`src/rtl/word_score_sequencer.sv`:
```
// ----------------------------------------------------------------------------
// word_score_sequencer
//   Plays one word-guess game against a target word latched at Start.
//   Each guess accepted over the valid/ready handshake is compared against the
//   target (full word, upper half, lower half). It is scored 10/8/5/2 and added
//   to a saturating running total. A bonus flag carries the "upper half
//   matched" result from one guess to the next guess only.
//
//   Pipeline: WAIT (accept) -> EVAL (register match bits) -> ACCUM (score).
//   A guess accepted at edge k produces Points/Score/PointsValid after
//   edge k+2.
//
// Optional feature (compile-time macro WORD_SCORE_EARLY_EXIT_EN):
//   When this macro is defined, a full-word match ends the game after its
//   ACCUM, even if fewer than ROUNDS guesses have been made.
//   When it is undefined, every game runs exactly ROUNDS guesses.
//
// Parameters
//   WORD_W   guess/target width (even)
//   ROUNDS   guesses per game (>=1)
//   SCORE_W  accumulator width
//
// Ports
//   i_clk           clock, rising edge
//   i_reset         asynchronous active-high reset
//   i_start         begin a game (honoured only in IDLE or DONE)
//   i_target_in     target word, latched on an accepted start
//   i_guess_valid   guess handshake valid
//   i_guess_word    guess data
//   o_guess_ready   high only in WAIT
//   o_points        points of the last scored guess
//   o_points_valid  one-cycle pulse when o_points/o_score update
//   o_score         saturating running total
//   o_round         number of guesses scored in this game
//   o_busy          high in WAIT/EVAL/ACCUM
//   o_done          high in DONE
// ----------------------------------------------------------------------------
module word_score_sequencer #(
   parameter int WORD_W  = 16,
   parameter int ROUNDS  = 8,
   parameter int SCORE_W = 16
) (
   input  logic                         i_clk,
   input  logic                         i_reset,
   input  logic                         i_start,
   input  logic [WORD_W-1:0]            i_target_in,
   input  logic                         i_guess_valid,
   input  logic [WORD_W-1:0]            i_guess_word,
   output logic                         o_guess_ready,
   output logic [15:0]                  o_points,
   output logic                         o_points_valid,
   output logic [SCORE_W-1:0]           o_score,
   output logic [$clog2(ROUNDS+1)-1:0]  o_round,
   output logic                         o_busy,
   output logic                         o_done
);

   localparam int HALF_W  = WORD_W / 2;
   localparam int ROUND_W = $clog2(ROUNDS + 1);
   // One bit wider than the wider operand, so the raw sum can never wrap
   // before the saturation check.
   localparam int SUM_W   = ((SCORE_W > 16) ? SCORE_W : 16) + 1;
   localparam logic [ROUND_W-1:0] ROUND_LAST = ROUND_W'(ROUNDS);

   typedef enum logic [2:0] {
      S_IDLE  = 3'd0,
      S_WAIT  = 3'd1,
      S_EVAL  = 3'd2,
      S_ACCUM = 3'd3,
      S_DONE  = 3'd4
   } state_t;

   // Point rule. The lower-half-with-bonus case outranks a full match.
   function automatic logic [15:0] f_points(input logic full_m, input logic first_m,
                                            input logic second_m, input logic flag);
      logic [15:0] pts;
      if (second_m && flag) begin
         pts = 16'd10;
      end else if (full_m) begin
         pts = 16'd8;
      end else if (first_m) begin
         pts = 16'd5;
      end else begin
         pts = 16'd2;
      end
      return pts;
   endfunction

   // Saturating accumulate: the result is clamped at all-ones and never wraps.
   function automatic logic [SCORE_W-1:0] f_sat_add(input logic [SCORE_W-1:0] acc,
                                                    input logic [15:0] pts);
      logic [SUM_W-1:0] sum;
      logic [SUM_W-1:0] max_val;
      sum     = SUM_W'(acc) + SUM_W'(pts);
      max_val = SUM_W'({SCORE_W{1'b1}});
      if (sum > max_val) begin
         return {SCORE_W{1'b1}};
      end else begin
         return sum[SCORE_W-1:0];
      end
   endfunction

   state_t               r_state;
   state_t               w_next_state;
   logic [WORD_W-1:0]    r_target;
   logic [WORD_W-1:0]    r_guess;
   logic                 r_full;
   logic                 r_first;
   logic                 r_second;
   logic                 r_flag;
   logic [15:0]          r_points;
   logic                 r_points_valid;
   logic [SCORE_W-1:0]   r_score;
   logic [ROUND_W-1:0]   r_round;
   logic                 r_ready;
   logic                 r_busy;
   logic                 r_done;

   logic                 w_start_game;
   logic                 w_accept;
   logic                 w_last;
   logic [ROUND_W-1:0]   w_round_inc;
   logic [15:0]          w_points;
   logic [SCORE_W-1:0]   w_score_next;

   assign w_round_inc  = r_round + ROUND_W'(1);
   assign w_points     = f_points(r_full, r_first, r_second, r_flag);
   assign w_score_next = f_sat_add(r_score, w_points);

`ifdef WORD_SCORE_EARLY_EXIT_EN
   assign w_last = (w_round_inc == ROUND_LAST) || r_full;
`else
   assign w_last = (w_round_inc == ROUND_LAST);
`endif

   // Next-state decode plus the start/accept strobes used by the datapath.
   always_comb begin
      w_next_state = r_state;
      w_start_game = 1'b0;
      w_accept     = 1'b0;
      case (r_state)
         S_IDLE, S_DONE: begin
            if (i_start) begin
               w_next_state = S_WAIT;
               w_start_game = 1'b1;
            end else begin
               w_next_state = r_state;
            end
         end
         S_WAIT: begin
            if (i_guess_valid) begin
               w_next_state = S_EVAL;
               w_accept     = 1'b1;
            end else begin
               w_next_state = S_WAIT;
            end
         end
         S_EVAL: begin
            w_next_state = S_ACCUM;
         end
         S_ACCUM: begin
            if (w_last) begin
               w_next_state = S_DONE;
            end else begin
               w_next_state = S_WAIT;
            end
         end
         default: begin
            w_next_state = S_IDLE;
         end
      endcase
   end

   // State register.
   always_ff @(posedge i_clk or posedge i_reset) begin
      if (i_reset) begin
         r_state <= S_IDLE;
      end else begin
         r_state <= w_next_state;
      end
   end

   // Datapath: target/guess capture, match bits, scoring, and the status flags
   // registered from the next state so they line up with the state register.
   always_ff @(posedge i_clk or posedge i_reset) begin
      if (i_reset) begin
         r_target       <= {WORD_W{1'b0}};
         r_guess        <= {WORD_W{1'b0}};
         r_full         <= 1'b0;
         r_first        <= 1'b0;
         r_second       <= 1'b0;
         r_flag         <= 1'b0;
         r_points       <= 16'd0;
         r_points_valid <= 1'b0;
         r_score        <= {SCORE_W{1'b0}};
         r_round        <= {ROUND_W{1'b0}};
         r_ready        <= 1'b0;
         r_busy         <= 1'b0;
         r_done         <= 1'b0;
      end else begin
         if (w_start_game) begin
            r_target <= i_target_in;
            r_score  <= {SCORE_W{1'b0}};
            r_round  <= {ROUND_W{1'b0}};
            r_flag   <= 1'b0;
         end
         if (w_accept) begin
            r_guess <= i_guess_word;
         end
         if (r_state == S_EVAL) begin
            r_full   <= (r_guess == r_target);
            r_first  <= (r_guess[WORD_W-1:HALF_W] == r_target[WORD_W-1:HALF_W]);
            r_second <= (r_guess[HALF_W-1:0] == r_target[HALF_W-1:0]);
         end
         if (r_state == S_ACCUM) begin
            r_points <= w_points;
            r_score  <= w_score_next;
            r_round  <= w_round_inc;
            // The bonus applies to the next guess only, so it is overwritten
            // on every guess.
            r_flag   <= r_first;
         end
         r_points_valid <= (r_state == S_ACCUM);
         r_ready        <= (w_next_state == S_WAIT);
         r_busy         <= (w_next_state == S_WAIT) || (w_next_state == S_EVAL) ||
                           (w_next_state == S_ACCUM);
         r_done         <= (w_next_state == S_DONE);
      end
   end

   assign o_guess_ready  = r_ready;
   assign o_points       = r_points;
   assign o_points_valid = r_points_valid;
   assign o_score        = r_score;
   assign o_round        = r_round;
   assign o_busy         = r_busy;
   assign o_done         = r_done;

endmodule
```
`config.mk`:
```
export PLATFORM = sky130hd
export DESIGN_NAME = word_score_sequencer
export DESIGN_NICKNAME = d
export VERILOG_FILES = /design/src/rtl/word_score_sequencer.sv
export SDC_FILE = /design/constraint.sdc
export NUM_CORES = 1
export LEC_CHECK = 0
export BUFFER_PORTS_ARGS = -buffer_cell sky130_fd_sc_hd__buf_2
export CELL_PAD_IN_SITES_DETAIL_PLACEMENT = 1
export CELL_PAD_IN_SITES_GLOBAL_PLACEMENT = 1
export CORE_UTILIZATION = 40
export CTS_BUF_LIST = sky130_fd_sc_hd__clkbuf_8 sky130_fd_sc_hd__clkbuf_16
export DETAILED_ROUTE_END_ITERATION = 12
export GPL_ROUTABILITY_DRIVEN = 0
export PLACE_DENSITY = 0.78
export SYNTH_ARGS = -nofsm -noshare
export SYNTH_HDL_FRONTEND = slang
export SYNTH_SLANG_ARGS = --single-unit
```
`constraint.sdc`:
```
create_clock -name i_clk -period 5.2 [get_ports i_clk]
set_input_delay 1.04 -clock i_clk [delete_from_list [all_inputs] [get_ports i_clk]]
set_output_delay 1.04 -clock i_clk [all_outputs]
set_load 0.05 [all_outputs]
```
==> impl_metrics.json, run 1 <==
{
  "globalRouteOverflowTotal": 0,
  "drt-total-wl_um": 7800,
  "slew_headroom": 0.321,
  "ys.flop_type": "dfrtp_1",
  "syn_area_sq_um": 3400,
  "hold_class": "flop to flop",
  "synth-compound-area-share": 0.120,
  "setup_violations": 0,
  "rsz0062_at_grt": "false",
  "clk_pin_slew_ps": 70,
  "synth-seq-cells": 66,
  "ctsHoldBuffers": 0,
  "status": "finished clean",
  "avgSynthCellArea_sq_um": 10.2,
  "fin_tns_setup_ps": 0,
  "ios": 76,
  "core_area_sq_um": 8220,
  "met1_length_um": 3400,
  "dieArea_sq_um": 8870,
  "critPathKind": "flop to flop",
  "synth_edf_count": 0,
  "num_vias": 2624,
  "fin_nets": 436,
  "portBuffers": 63,
  "grt_max_degree": 67,
  "reg2reg_slack_ps": 2220,
  "maxUsedRoutingLayer": "met4",
  "dr.pass1.iters": 4,
  "synth_cell_types": 59,
  "areaGrowthSynthToFinish_pct": 15.2,
  "max_cap_viol_count": 0,
  "vdd_ir_drop_max_v": 0.000246,
  "muxShareOfSynthArea": 0.0589,
  "p_leak_uw": 0.00198,
  "grt_pass1_wl_um": 13100,
  "wl_met3_um": 308,
  "cts_root_buffer": "clkbuf_8",
  "drt_iter0_drc": 103,
  "synth.top_cell.area_share": 0.486,
  "dpl.hpwl_um": 5380,
  "cts_max_path_buffers": 2,
  "drv_slew": 0,
  "netlist.top_cell.by_area": "dfrtp_1",
  "fin_crit_sh": 0.574,
  "stdcell_count": 503,
  "synth_top_family_by_area": "simple AND/OR/NAND/NOR gates",
  "dp.cells": 487,
  "cts.sinks": 66,
  "fp-row-count": 33,
  "power_uw": 2090,
  "tightest_slew_ps": 1010,
  "fin_crit_ps": 2980,
  "crit_arrival_ps": 3240,
  "initial_core_util": 0.414,
  "synthSimpleGateAreaFrac": 0.185,
  "powerDensity_nw_per_um2": 535,
  "ys_async_sr_fraction": 1.00,
  "synth.most_common_cell": "nand2_1",
  "synthAdderAreaFrac": 0.0309,
  "wl_per_cell_um": 15.5,
  "clk_latency_ps": 350,
  "drive_gt1_frac": 0.284,
  "fmax_mhz": 335,
  "die_y_um": 94.2,
  "cts-buffers-inserted": 9,
  "cts_tree": "done",
  "htree_levels": 3,
  "synth_commonest_cells": "nand2_1, dfrtp_1, mux2_2, nor2_1, xor2_1",
  "grt.total_usage": 0.193,
  "n_antenna_cell": 0,
  "yosysWarnings": 0,
  "hold_viol": 0,
  "required_ps": 5450,
  "synthCells": 334,
  "antenna_found_initial": 0,
  "ys_seq_area_frac": 0.486,
  "drc": 0,
  "crit_path_start_kind": "flop",
  "vias_per_cell": 5.22,
  "dieWidth_um": 94.2,
  "post_cts_buffers": 0,
  "clock_skew_ps": 12.3,
  "antenna_left": 0,
  "met2_length_um": 3950,
  "critPathCaptureType": "flop",
  "cts_resized": 0,
  "grt_pass1_vias": 2718,
  "synth_xor_area_frac": 0.0515,
  "synth_area_leaders": "dfrtp_1, nand2_1, mux2_2, xor2_1, buf_4",
  "path_max_fanout": 11
}
==> registers in the layout, summed over array words and instances, names as in the netlist, 3 cells and up <==
signal,cells
r_target,16
o_points,3
r_guess,16
o_round,4
o_score,16
r_state,3
==> final timing paths <==
kind,from,to,depth (start not counted)
worst max-delay path,r_second,o_score[2],9
worst min-delay path,o_points[1],o_points[1],2
worst max register to register,r_second,o_score[2],9
worst min register to register,o_points[1],o_points[1],2
max in group asynchronous,i_reset,r_target[8],3
min in group asynchronous,i_reset,o_busy,3
==> metrics by stage <==
step	hold WS (ps)	util	setup slack (ps)	area (sq um)
6_report	487	0.477	2220	3920
5_1_grt	514	0.477	1990	3920
4_1_cts	495	0.477	2250	3920
3_5_place_dp	478	0.452	2290	3710
3_3_place_gp	458	0.452	2510	3710
2_1_floorplan	465	-	2510	3440
==> metal layers <==
layer  vias to the layer above  GRT usage
li1                       1252          -
met1                      1302      0.244
met2                        58      0.322
met3                        12     0.0356
met4                         0     0.0808
met5                         -          0
==> layout by cell type, fill, tap and decap left out, types with 7 or more instances in the layout <==
| cell | instances |
|---|---|
| a21oi_1 | 11 |
| a31oi_1 | 7 |
| buf_2 | 63 |
| clkbuf_8 | 11 |
| conb_1 | 12 |
| dfrtp_1 | 66 |
| mux2_2 | 16 |
| nand2_1 | 72 |
| nor2_1 | 16 |
| o21ai_0 | 11 |
| xor2_1 | 15 |
==> final cells by class <==
type | instances | area [sq um]
clock inverters | 5 | 52.6
multi-input cells | 243 | 1570
fillers | 959 | 4300
repair buffers | 65 | 330
flip-flops and latches | 66 | 1650
clock buffers | 11 | 151
well taps | 105 | 131
inverters | 8 | 30.0
==> power by group <==
group          internal [uW]  switching [uW]
clock network            245             205
logic                    294             497
registers                690             162
==> cells by family (layout without fill, tap and decap cells) <==
logic type	Yosys count	count (layout)
DFF	66	66
muxes	18	18
buffers and inverters	36	89
other	1	12
xor gates and xnor gates	20	20
and+or+nand+nor	128	128
adders and majority gates	8	8
AOI/OAI and AO/OA	57	57
==> worst max-delay path, cell delays in order, from the launching register on <==
cell,delay [ps]
dfrtp_1,430
a21oi_4,270
nand2_1,150
inv_1,140
ha_1,200
fa_1,250
nand3_1,130
o211ai_1,740
nand2_2,280
a211oi_1,310
Power figures use the tool's default switching activity.
==> inputs of run 2 (changes only) <==
==> constraint.sdc (replaced) <==
create_clock -name i_clk -period 3 [get_ports i_clk]
set_input_delay 0.6 -clock i_clk [delete_from_list [all_inputs] [get_ports i_clk]]
set_output_delay 0.6 -clock i_clk [all_outputs]
set_load 0.05 [all_outputs]
==> run 2 against run 1 <==
Maximum frequency rose by 12%. Routed wire length rose by 0.86%. Worst hold slack got worse by 130 ps. Highest routed layer unchanged.
==> impl_metrics.json, run 2 (same netlist as run 1, synthesis figures left out) <==
{
  "clk_pin_slew_ps": 70,
  "ios": 76,
  "mostFrequentLayoutCells": "nand2_1, dfrtp_1, buf_2",
  "fin_crit_sh": 0.890,
  "cts_root_buffer": "clkbuf_8",
  "path_max_fanout": 12,
  "n_antenna_cell": 0,
  "grt_max_degree": 32,
  "drc": 0,
  "p_leak_uw": 0.00202,
  "drive_gt1_frac": 0.286,
  "cp_slowest_stage_delay_ps": 610,
  "dp.cells": 491,
  "dr.pass1.iters": 4,
  "die_y_um": 94.2,
  "slew_headroom": 0.547,
  "powerDensity_nw_per_um2": 908,
  "core_area_sq_um": 8220,
  "portBuffers": 63,
  "stdcell_count": 510,
  "post_cts_buffers": 0,
  "fin_tns_setup_ps": 0,
  "globalRouteOverflowTotal": 0,
  "drv_slew": 0,
  "hold_viol": 0,
  "vias_per_cell": 5.22,
  "tightest_slew_ps": 673,
  "fmax_mhz": 375,
  "dieWidth_um": 94.2,
  "mostFrequentLayoutCell": "nand2_1",
  "critPathSlowestCell": "nor4_4",
  "dpl.hpwl_um": 5660,
  "fin_nets": 443,
  "critPathCaptureType": "flop",
  "initial_core_util": 0.414,
  "ff2ff_path_depth": 9,
  "antenna_left": 0,
  "fp-row-count": 33,
  "crit_chain": "a21oi_4 -> nand2_1 -> inv_1 -> ha_1 -> and2_1 -> a2111oi_2 -> nor4_4 -> a31oi_1 -> a311oi_1",
  "areaGrowthSynthToFinish_pct": 16.0,
  "max_cap_viol_count": 0,
  "setup_violations": 0,
  "drt-total-wl_um": 7860,
  "ctsHoldBuffers": 0,
  "dieArea_sq_um": 8870,
  "clock_skew_ps": 8.08,
  "cts_resized": 0,
  "grt_pass1_vias": 2658,
  "cts.sinks": 66,
  "crit_arrival_ps": 2910,
  "vdd_ir_drop_max_v": 0.000459,
  "grt.total_usage": 0.194,
  "critPathKind": "flop to flop",
  "num_vias": 2661,
  "fin_crit_ps": 2670,
  "wl_per_cell_um": 15.4,
  "grt_pass1_wl_um": 13000,
  "cts-buffers-inserted": 9,
  "clk_latency_ps": 340,
  "htree_levels": 3,
  "crit_path_start_kind": "flop",
  "drt_iter0_drc": 134,
  "rsz0062_at_grt": "false",
  "status": "finished clean",
  "hold_class": "primary input to async pin",
  "cts_max_path_buffers": 2,
  "antenna_found_initial": 0,
  "required_ps": 3240,
  "cts_tree": "done"
}
## run 2: cell count changes in the layout (fill, tap and decap cells not counted), sizes merged
cell | before | now
inv | 8 | 12
clkbuf | 11 | 9
clkinv | 3 | 2
buf | 65 | 72
clkinvlp | 1 | 0
## run 2: final timing paths
kind | startpoint | end | slack, ps
min in group i_clk | i_target_in[5] | r_target[5] | 460
max in group asynchronous | i_reset | o_round[2] | 1930
min | i_reset | o_done | 360
max | r_second | o_score[13] | 330
max reg2reg | r_second | o_score[13] | 330
min reg2reg | o_points[1] | o_points[1] | 480
## run 2: routing by layer
layer / track usage / share of wire
met5: 0 / 0
met4: 0.0615 / 0.010
met3: 0.0461 / 0.043
met2: 0.327 / 0.51
met1: 0.243 / 0.43
## run 2: area by class of cell
type	count	area (sq um)
clock inverter	7	55.1
sequential	66	1650
clock buffer	9	124
fill	954	4270
multi-input combinational	243	1570
timing repair buffer	72	383
inverter	8	30.0
tap	105	131
## run 2: worst max-delay path: cells and delay by family (launching register included)
family | cells | cell delay (ps)
simple gates | 3 | 950
fa+ha+maj | 1 | 210
compound gates | 4 | 790
flops | 1 | 430
buf+inv | 1 | 170
## run 2: per-stage QoR
| stage | total power, uW | worst slack [ps] | hold WS, ps | util | cell area [sq um] |
|---|---|---|---|---|---|
| after floorplan | 2570 | 669 | 465 | - | 3440 |
| after global placement | 2830 | 294 | 459 | 0.455 | 3740 |
| after detailed placement | 2910 | 73.6 | 467 | 0.455 | 3740 |
| after CTS | 3630 | 18.9 | 373 | 0.477 | 3920 |
| after global routing | 3820 | 128 | 405 | 0.480 | 3940 |
| final | 3580 | 331 | 358 | 0.480 | 3940 |
## run 2: power by group
part / switching, uW / internal, uW
clock: 332 / 369
combinational: 872 / 530
sequential: 279 / 1200
total: 1480 / 2100
==> inputs of run 3 (changes only) <==
--- a/config.mk
+++ b/config.mk
@@ -8,11 +8,12 @@
 export BUFFER_PORTS_ARGS = -buffer_cell sky130_fd_sc_hd__buf_2
 export CELL_PAD_IN_SITES_DETAIL_PLACEMENT = 1
 export CELL_PAD_IN_SITES_GLOBAL_PLACEMENT = 1
-export CORE_UTILIZATION = 40
+export CORE_UTILIZATION = 37
 export CTS_BUF_LIST = sky130_fd_sc_hd__clkbuf_8 sky130_fd_sc_hd__clkbuf_16
+export CTS_CLUSTER_SIZE = 25
 export DETAILED_ROUTE_END_ITERATION = 12
 export GPL_ROUTABILITY_DRIVEN = 0
-export PLACE_DENSITY = 0.78
+export PLACE_DENSITY = 0.76
 export SYNTH_ARGS = -nofsm -noshare
 export SYNTH_HDL_FRONTEND = slang
 export SYNTH_SLANG_ARGS = --single-unit
==> constraint.sdc (replaced) <==
create_clock -name i_clk -period 2.1 [get_ports i_clk]
set_input_delay 0.42 -clock i_clk [delete_from_list [all_inputs] [get_ports i_clk]]
set_output_delay 0.42 -clock i_clk [all_outputs]
set_load 0.05 [all_outputs]
==> run 3 against run 2 <==
The run now ends with design-rule violations, negative setup slack left. Critical path depth rose by 3. Combinational power is 65% higher. Final cell count rose by 5.1%. Die area up 7.9%. Non-clock buffer count is 24 higher. Clock power grew 50%. Routed wire length is 15% higher. Via count rose by 5.2%. Critical endpoint is now o_score[6].
==> impl_metrics.json, run 3 (same netlist as run 1, synthesis figures left out) <==
{
  "status": "complete, but fails checks",
  "failed_checks": "design-rule violations, negative setup slack",
  "clock_skew_ps": 14.2,
  "post-route-util": 0.494,
  "hold_class": "primary input to async pin",
  "areaGrowthSynthToFinish_pct": 28.1,
  "crit_arrival_ps": 2520,
  "drive_gt1_frac": 0.390,
  "antenna_left": 0,
  "drt_iter0_drc": 110,
  "n_antenna_cell": 0,
  "fin_crit_sh": 1.07,
  "ios": 76,
  "dpl.hpwl_um": 6260,
  "antenna_found_initial": 0,
  "die_y_um": 97.9,
  "layout_setup_ws_ps": -157,
  "vias_per_cell": 5.22,
  "fin_nets": 467,
  "initial_core_util": 0.386,
  "portBuffers": 63,
  "core_area_sq_um": 8810,
  "vdd_ir_drop_max_v": 0.000552,
  "tightest_slew_ps": 637,
  "required_ps": 2360,
  "fp-row-count": 34,
  "fin_crit_ps": 2260,
  "cts-buffers-inserted": 9,
  "clk_pin_slew_ps": 80,
  "hold_viol": 0,
  "cts.sinks": 66,
  "grt_pass1_wl_um": 15200,
  "dieWidth_um": 97.9,
  "startpoint": "r_flag",
  "fmax_mhz": 443,
  "dr.pass1.iters": 9,
  "clk_latency_ps": 340,
  "grt_pass1_vias": 2970,
  "globalRouteOverflowTotal": 0,
  "whs_ps": 143,
  "nFillCells": 1005,
  "drt-total-wl_um": 9070,
  "dp.cells": 512,
  "mostFrequentLayoutCells": "nand2_1, buf_2, dfrtp_1",
  "critPathKind": "flop to flop",
  "stdcell_count": 536,
  "powerDensity_nw_per_um2": 1260,
  "wl_per_cell_um": 16.9,
  "htree_levels": 3,
  "cts_max_path_buffers": 2,
  "reg2reg_from": "r_flag",
  "slew_headroom": 0.571,
  "setup_violations": 15,
  "path_max_fanout": 8,
  "p_leak_uw": 0.00215,
  "dieArea_sq_um": 9580,
  "grt_max_degree": 36,
  "max_cap_viol_count": 0,
  "num_vias": 2799,
  "rsz0062_at_grt": "true",
  "cts_root_buffer": "clkbuf_8",
  "drv_slew": 0,
  "critPathCaptureType": "flop",
  "grt.total_usage": 0.201,
  "cts_tree": "done",
  "drc": 9,
  "crit_path_start_kind": "flop",
  "mostFrequentLayoutCell": "nand2_1"
}
[run 3: cell types whose count changed in the layout (fill, tap and decap cells not counted), sizes merged]
cell	change
inv	-3
clkbuf	+1
clkinvlp	+1
buf	+24
[run 3: final timing paths]
check | cells after the start | slack (ps) | end
setup / recovery | 12 | -160 | o_score[6]
min in group i_clk | 3 | 270 | r_target[3]
hold reg to reg | 2 | 500 | r_target[15]
setup reg to reg | 12 | -160 | o_score[6]
max in group asynchronous | 3 | 1380 | r_guess[13]
hold / removal | 2 | 140 | o_round[2]
[run 3: worst max-delay path: stages (launching register included)]
cell      delay, ps
dfrtp_1         420
a21oi_4          90
nand2_4          80
inv_4            40
ha_4            150
fa_2            360
and3b_2         230
nand3_2          80
o211ai_1        110
buf_6           170
buf_6           120
a41o_1          200
nor2_1          110
[run 3: where the power goes]
part	internal (uW)	switching, uW
sequential	1710	427
clock	562	485
combinational	930	1380
total	3210	2290
[run 3: area by class of cell]
class / instances / area (sq um) / area share
Clock buffer: 10 / 138 / 0.0316
Clock inverter: 5 / 47.5 / 0.0109
Inverter: 8 / 36.3 / 0.00833
Multi-Input combinational cell: 243 / 1740 / 0.400
Sequential cell: 66 / 1660 / 0.380
Tap cell: 108 / 135 / 0.0310
Timing Repair Buffer: 96 / 602 / 0.138
[run 3: layer usage]
layer / track usage / routed length (um)
met1: 0.258 / 3930
met2: 0.330 / 4630
met4: 0.0641 / 128
met5: 0 / 0
met3: 0.0515 / 374
[run 3: stage by stage]
stage	area (sq um)	setup TNS [ps]	total power (uW)	setup slack (ps)
finish	4350	-1310	5500	-157
global route	4350	-2810	5890	-254
CTS	4200	-986	5420	-133
detailed placement	3950	-1130	4320	-159
global placement	3950	-19.0	4180	-19.0
floorplan	3500	-67.9	3710	-47.5
[run 3: what timing repair did]
item,4_1_cts,5_1_grt
buffers inserted,4,5
setup endpoints to repair,15,16
hold buffers,0,0
pin swaps,15,10
resized for setup,8,21
